$ cat src/rtl/bus_req_scheduler_pkg.sv
// Shared types and constants for the bus request scheduler and its arbiter.
// Latency: n/a. Backpressure: n/a.
package bus_req_scheduler_pkg;

    typedef enum logic [1:0] {
        IDLE   = 2'd0,
        ACCESS = 2'd1,
        RESP   = 2'd2
    } sched_state_t;

    localparam int TIMEOUT_W = 8;

    // Replicated to DATA_W wherever an error or write response carries data.
    localparam logic ERR_RDATA_BIT = 1'b0;

    function automatic int idx_width(input int n);
        return (n > 1) ? $clog2(n) : 1;
    endfunction

endpackage

$ cat src/rtl/bus_req_scheduler_rr_arbiter_pick.sv
// Round-robin pick: first set request scanning last+1, last+2, ... modulo N.
// Latency: combinational. Backpressure: none, the caller decides when a pick is consumed.
module rr_arbiter_pick
    import bus_req_scheduler_pkg::*;
#(
    parameter int N     = 3,
    parameter int IDX_W = idx_width(N)
) (
    input  logic [N-1:0]     req,
    input  logic [IDX_W-1:0] last,
    output logic [N-1:0]     grant,
    output logic [IDX_W-1:0] idx,
    output logic             any
);

    function automatic logic [IDX_W-1:0] wrap(input int v);
        return IDX_W'(v % N);
    endfunction

    always_comb begin
        grant = '0;
        idx   = '0;
        any   = 1'b0;
        // i runs to N so the last winner itself is considered last.
        for (int i = 1; i <= N; i++) begin
            if (!any && req[wrap(int'(last) + i)]) begin
                any = 1'b1;
                idx = wrap(int'(last) + i);
            end
        end
        if (any) begin
            grant[idx] = 1'b1;
        end
    end

endmodule

$ cat src/rtl/bus_req_scheduler.sv
// Shares one slave bus among NREQ requesters, one access at a time, round-robin.
// Latency: accept cycle 0, strobe cycle 1 (+1 per busy cycle), response next cycle.
// Backpressure: req_ready only in IDLE; slave stalls via bus_busy up to TIMEOUT cycles.
module bus_req_scheduler
    import bus_req_scheduler_pkg::*;
#(
    parameter int NREQ    = 3,
    parameter int ADDR_W  = 32,
    parameter int DATA_W  = 32,
    parameter int TIMEOUT = 255
) (
    input  logic                   wb_clk_i,
    input  logic                   wb_rst_i,
    input  logic [NREQ-1:0]        req_valid,
    input  logic [NREQ-1:0]        req_wen,
    input  logic [NREQ*ADDR_W-1:0] req_addr,
    input  logic [NREQ*DATA_W-1:0] req_wdata,
    output logic [NREQ-1:0]        req_ready,
    output logic [NREQ-1:0]        resp_valid,
    output logic [DATA_W-1:0]      resp_rdata,
    output logic                   resp_err,
    output logic [ADDR_W-1:0]      bus_addr,
    output logic [DATA_W-1:0]      bus_wdata,
    output logic                   bus_ren,
    output logic                   bus_wen,
    input  logic [DATA_W-1:0]      bus_rdata,
    input  logic                   bus_busy,
    input  logic                   bus_addr_valid
);

    localparam int IDX_W = idx_width(NREQ);
    localparam logic [TIMEOUT_W-1:0] TO_LIM   = TIMEOUT_W'(TIMEOUT);
    localparam logic [DATA_W-1:0]    ERR_DATA = {DATA_W{ERR_RDATA_BIT}};

    sched_state_t state, state_nxt;

    logic [IDX_W-1:0]     last;
    logic [IDX_W-1:0]     win_idx;
    logic [ADDR_W-1:0]    lat_addr;
    logic [DATA_W-1:0]    lat_wdata;
    logic                 lat_wen;
    logic [TIMEOUT_W-1:0] cnt;
    logic [TIMEOUT_W-1:0] cnt_inc;
    logic [DATA_W-1:0]    res_rdata;
    logic                 res_err;

    logic [NREQ-1:0]  pick_grant;
    logic [IDX_W-1:0] pick_idx;
    logic             pick_any;

    logic              finish;
    logic              fin_err;
    logic [DATA_W-1:0] fin_rdata;

    rr_arbiter_pick #(
        .N     (NREQ),
        .IDX_W (IDX_W)
    ) u_pick (
        .req   (req_valid),
        .last  (last),
        .grant (pick_grant),
        .idx   (pick_idx),
        .any   (pick_any)
    );

    assign cnt_inc   = cnt + 1'b1;
    assign bus_addr  = lat_addr;
    assign bus_wdata = lat_wdata;

    always_ff @(posedge wb_clk_i) begin
        if (wb_rst_i) begin
            state <= IDLE;
        end else begin
            state <= state_nxt;
        end
    end

    always_comb begin
        state_nxt  = state;
        finish     = 1'b0;
        fin_err    = 1'b0;
        fin_rdata  = ERR_DATA;
        req_ready  = '0;
        resp_valid = '0;
        resp_rdata = '0;
        resp_err   = 1'b0;
        bus_ren    = 1'b0;
        bus_wen    = 1'b0;
        case (state)
            IDLE: begin
                req_ready = pick_grant;
                if (pick_any) begin
                    state_nxt = ACCESS;
                end
            end
            ACCESS: begin
                bus_ren = ~lat_wen;
                bus_wen = lat_wen;
                if (!bus_addr_valid) begin
                    finish  = 1'b1;
                    fin_err = 1'b1;
                end else if (bus_busy) begin
                    // Abort on the TIMEOUT-th consecutive busy cycle.
                    if (cnt_inc == TO_LIM) begin
                        finish  = 1'b1;
                        fin_err = 1'b1;
                    end
                end else begin
                    finish    = 1'b1;
                    fin_rdata = lat_wen ? ERR_DATA : bus_rdata;
                end
                if (finish) begin
                    state_nxt = RESP;
                end
            end
            RESP: begin
                resp_valid[win_idx] = 1'b1;
                resp_rdata          = res_rdata;
                resp_err            = res_err;
                state_nxt           = IDLE;
            end
            default: state_nxt = IDLE;
        endcase
    end

    always_ff @(posedge wb_clk_i) begin
        if (wb_rst_i) begin
            last      <= IDX_W'(NREQ - 1);
            win_idx   <= '0;
            lat_addr  <= '0;
            lat_wdata <= '0;
            lat_wen   <= 1'b0;
            cnt       <= '0;
            res_rdata <= '0;
            res_err   <= 1'b0;
        end else begin
            case (state)
                IDLE: begin
                    if (pick_any) begin
                        win_idx   <= pick_idx;
                        last      <= pick_idx;
                        lat_addr  <= req_addr[pick_idx*ADDR_W +: ADDR_W];
                        lat_wdata <= req_wdata[pick_idx*DATA_W +: DATA_W];
                        lat_wen   <= req_wen[pick_idx];
                    end
                end
                ACCESS: begin
                    if (finish) begin
                        res_rdata <= fin_rdata;
                        res_err   <= fin_err;
                    end else if (bus_busy) begin
                        cnt <= cnt_inc;
                    end
                end
                RESP: begin
                    cnt <= '0;
                end
                default: ;
            endcase
        end
    end

endmodule

$ cat config.mk
export PLATFORM = sky130hd
export DESIGN_NAME = bus_req_scheduler
export DESIGN_NICKNAME = d
export VERILOG_FILES = /design/src/rtl/bus_req_scheduler_pkg.sv /design/src/rtl/bus_req_scheduler_rr_arbiter_pick.sv /design/src/rtl/bus_req_scheduler.sv
export SDC_FILE = /design/constraint.sdc
export NUM_CORES = 1
export LEC_CHECK = 0
export CAP_MARGIN = 20
export CELL_PAD_IN_SITES_DETAIL_PLACEMENT = 1
export CELL_PAD_IN_SITES_GLOBAL_PLACEMENT = 2
export CORE_MARGIN = 2
export CORE_UTILIZATION = 18
export DETAILED_ROUTE_END_ITERATION = 10
export PLACE_DENSITY_LB_ADDON = 0.25
export SETUP_SLACK_MARGIN = 0.4
export SLEW_MARGIN = 20
export SYNTH_ARGS = -nofsm -noshare
export SYNTH_HDL_FRONTEND = slang
export SYNTH_SLANG_ARGS = --single-unit
$ cat constraint.sdc
create_clock -name wb_clk_i -period 2.6 [get_ports wb_clk_i]
set_input_delay 0.52 -clock wb_clk_i [delete_from_list [all_inputs] [get_ports wb_clk_i]]
set_output_delay 0.52 -clock wb_clk_i [all_outputs]
set_load 0.1 [all_outputs]
==> impl_metrics.json <==
{
  "status": "finished, violations left",
  "violations": "setup timing",
  "dp.cells": 1378,
  "drive_above_1_share_pct": 30.79,
  "cp-start-kind": "input pin",
  "ys.flop_type": "dfxtp_1",
  "grt_pass1_wl_mm": 41.86,
  "fin_cells": 1425,
  "dp_hpwl_mm": 19.06,
  "peakVddDrop_v": 0.0004620,
  "vias": 6660,
  "max_slew_margin_pct": 65.17,
  "cts.clk_slew.worst_paths_ns": 0.08,
  "fin_skew_ns": 0.01327,
  "via_per_inst": 4.674,
  "fp.dieW_um": 183.4,
  "hold_path_class": "in2reg",
  "die-area_um2": 33640,
  "grt_pass1_vias": 7017,
  "dpl_cell_area_um2": 9985,
  "wl_met1_mm": 11.86,
  "min_period_ns": 2.871,
  "syn_inst": 676,
  "ant_nets": 0,
  "drt_iter0_markers": 198,
  "worst_pin_slew_ns": 0.5225,
  "wirelength_mm": 28.69,
  "nFillCells": 3599,
  "insertion_delay_ns": 0.36,
  "crit_fanout": 2,
  "cpPeakStageDelay_ns": 0.50,
  "netlist_area_um2": 5794,
  "yosys_warnings": 0,
  "gp_congestion": 0.7260,
  "wl_met2_mm": 14.42,
  "synth_top_area_cell": "dfxtp_1",
  "num_antenna_cells": 0,
  "port_buffers": 338,
  "setup_viol": 3,
  "cp.arrival_ns": 2.35,
  "path_class": "in2out",
  "synth-edff-count": 0,
  "syn_nets": 914,
  "drc_errors": 0,
  "numCtsBuffers": 9,
  "post-route-cell-area_um2": 11230,
  "met3_length_mm": 2.063,
  "postCtsHoldBufs": 0,
  "synth_top_area_share_pct": 38.35,
  "rows": 65,
  "slowest_stage": "clkdlybuf4s50_1",
  "antenna_found_initial": 1,
  "setup_ws_ns": -0.2709,
  "first_pass_iters": 4,
  "cts_sinks": 111,
  "avgSynthCellArea_um2": 8.571,
  "wl_per_cell_um": 20.13,
  "hold_slack_ns": 0.4124,
  "clock.fmax_ghz": 0.3483,
  "ys_seq_area_share_pct": 38.35,
  "final_cell_mix": "230 x clkdlybuf4s50_1, 107 x dfxtp_1, 97 x buf_4",
  "htreeDepth": 3,
  "synth_async_sr_flop_share_pct": 0,
  "clockBufferDepth": 2,
  "top_layer_used": "met5",
  "place_ws_ns": -0.3329,
  "worst_ep_required_time_ns": 2.08,
  "slew_viol_final": 0,
  "powerDensity_nw_per_um2": 977.6,
  "final_common_cell": "clkdlybuf4s50_1",
  "ys_types": 48,
  "cts-root-buf": "clkbuf_16",
  "grt.overflow.total": 0,
  "area_growth_pct": 93.76,
  "cts_tree": "yes",
  "die_h_um": 183.4,
  "endpoint_kind": "output port",
  "p_leak_nw": 4.402,
  "fin_crit_sh_pct": 110.4,
  "p_total_w": 0.01098,
  "yosys-top-cells-area": "dfxtp_1 38%, and2_1 11%, a221oi_1 9.8%",
  "max_cap_viol_count": 0,
  "grt_max_degree": 75,
  "cp_cell_sequence": "clkdlybuf4s50_1 -> inv_1 -> a2111o_1 -> a21o_2 -> or3_4 -> clkinvlp_4 -> buf_12",
  "ys_ff_latch": 111,
  "grt_usage_pct": 16.23,
  "rsz0062_at_grt": "true",
  "coreArea_um2": 31640,
  "start_util_pct": 18.32,
  "io_pins": 339,
  "hold_violations": 0,
  "fin_nets": 1256
}
-- registers in the layout, summed over array words and instances, names as in the netlist --
register / flops
bus_addr: 32
bus_wdata: 32
cnt: 8
last: 2
lat_wen: 1
res_err: 1
res_rdata: 32
state: 2
win_idx: 1
-- path summary, 6_finish.rpt --
path	start	endpoint	slack, ns	cells after the start
worst min register to register	res_rdata[24]	res_rdata[24]	0.47	1
worst max-delay path	req_valid[0]	req_ready[2]	-0.27	7
worst max register to register	last[0]	bus_wdata[29]	0	16
worst min-delay path	wb_rst_i	res_err	0.41	2
-- timing repair --
| action | 4_1_cts | 5_1_grt |
|---|---|---|
| setup buffers | 15 | 7 |
| gates resized for setup | 148 | 25 |
| pin swaps | 59 | 55 |
| gates cloned | 7 | 2 |
| endpoints found under the hold margin | 0 | 0 |
| endpoints found under the setup margin | 105 | 108 |
-- critical path: cells and delay by family --
family	cells	cell delay [ns]
simple gates	1	0.35
buf+inv	4	0.83
compound gates	2	0.64
-- cell usage after synthesis (2+ instances only) --
cell         n
dfxtp_1    111
and2_1     102
nor2_1      75
a221oi_1    65
a2bb2oi_1   65
o21ai_0     57
clkbuf_1    47
a22o_1      32
buf_2       20
o21ai_1     12
nand2_1     10
inv_1        7
a21oi_1      6
nand3_1      6
nor2b_1      5
nor3_1       5
and3_1       4
ha_1         4
nand2b_1     4
a21oi_2      3
nor4_1       3
a21boi_0     2
o211a_1      2
o211ai_1     2
o21bai_1     2
or4_1        2
xnor2_1      2
-- power by group --
| part | switching, W | leakage (nW) | internal, W |
|---|---|---|---|
| Clock | 0.000723 | 0.157 | 0.000794 |
| Combinational | 0.00446 | 3.33 | 0.00273 |
| Sequential | 0.000231 | 0.910 | 0.00204 |
| Total | 0.00541 | 4.40 | 0.00557 |
-- per-layer routing --
layer | vias to the layer above | global-route usage (%)
met4 | 2 | 3.328
met1 | 3226 | 18.90
met5 | - | 0
met2 | 211 | 28.98
li1 | 3202 | -
met3 | 19 | 5.269
-- cells by family (layout without fill, tap and decap cells) --
logic type | count (synthesis) | after routing | share of synthesized area [%]
AOI/OAI and AO/OA | 259 | 259 | 34.20
xor gates and xnor gates | 2 | 2 | 0.3024
adders and majority gates | 6 | 6 | 1.231
buffers and inverters | 76 | 423 | 5.550
DFF | 111 | 111 | 38.35
muxes | 1 | 1 | 0.1728
and+or+nand+nor | 221 | 221 | 20.19
-- stage by stage --
step / utilization, % / TNS, ns
5_1_grt: 35.49 / -2.706
3_5_place_dp: 31.56 / -14.74
2_1_floorplan: - / -0.9500
6_report: 35.49 / -0.7732
3_3_place_gp: 31.56 / -12.41
4_1_cts: 34.87 / -0.7297
-- area by class of cell --
| cell class | count | area, µm² | share of cell area, % |
|---|---|---|---|
| multi-input cells | 489 | 3694 | 32.90 |
| repair buffers | 400 | 4454 | 39.67 |
| flip-flops and latches | 111 | 2230 | 19.86 |
| clock buffers | 10 | 239.0 | 2.129 |
| well taps | 402 | 503.0 | 4.480 |
| inverters | 7 | 32.53 | 0.2898 |
| clock inverters | 6 | 75.07 | 0.6687 |
Note: power is estimated with default switching activity, not from simulation.
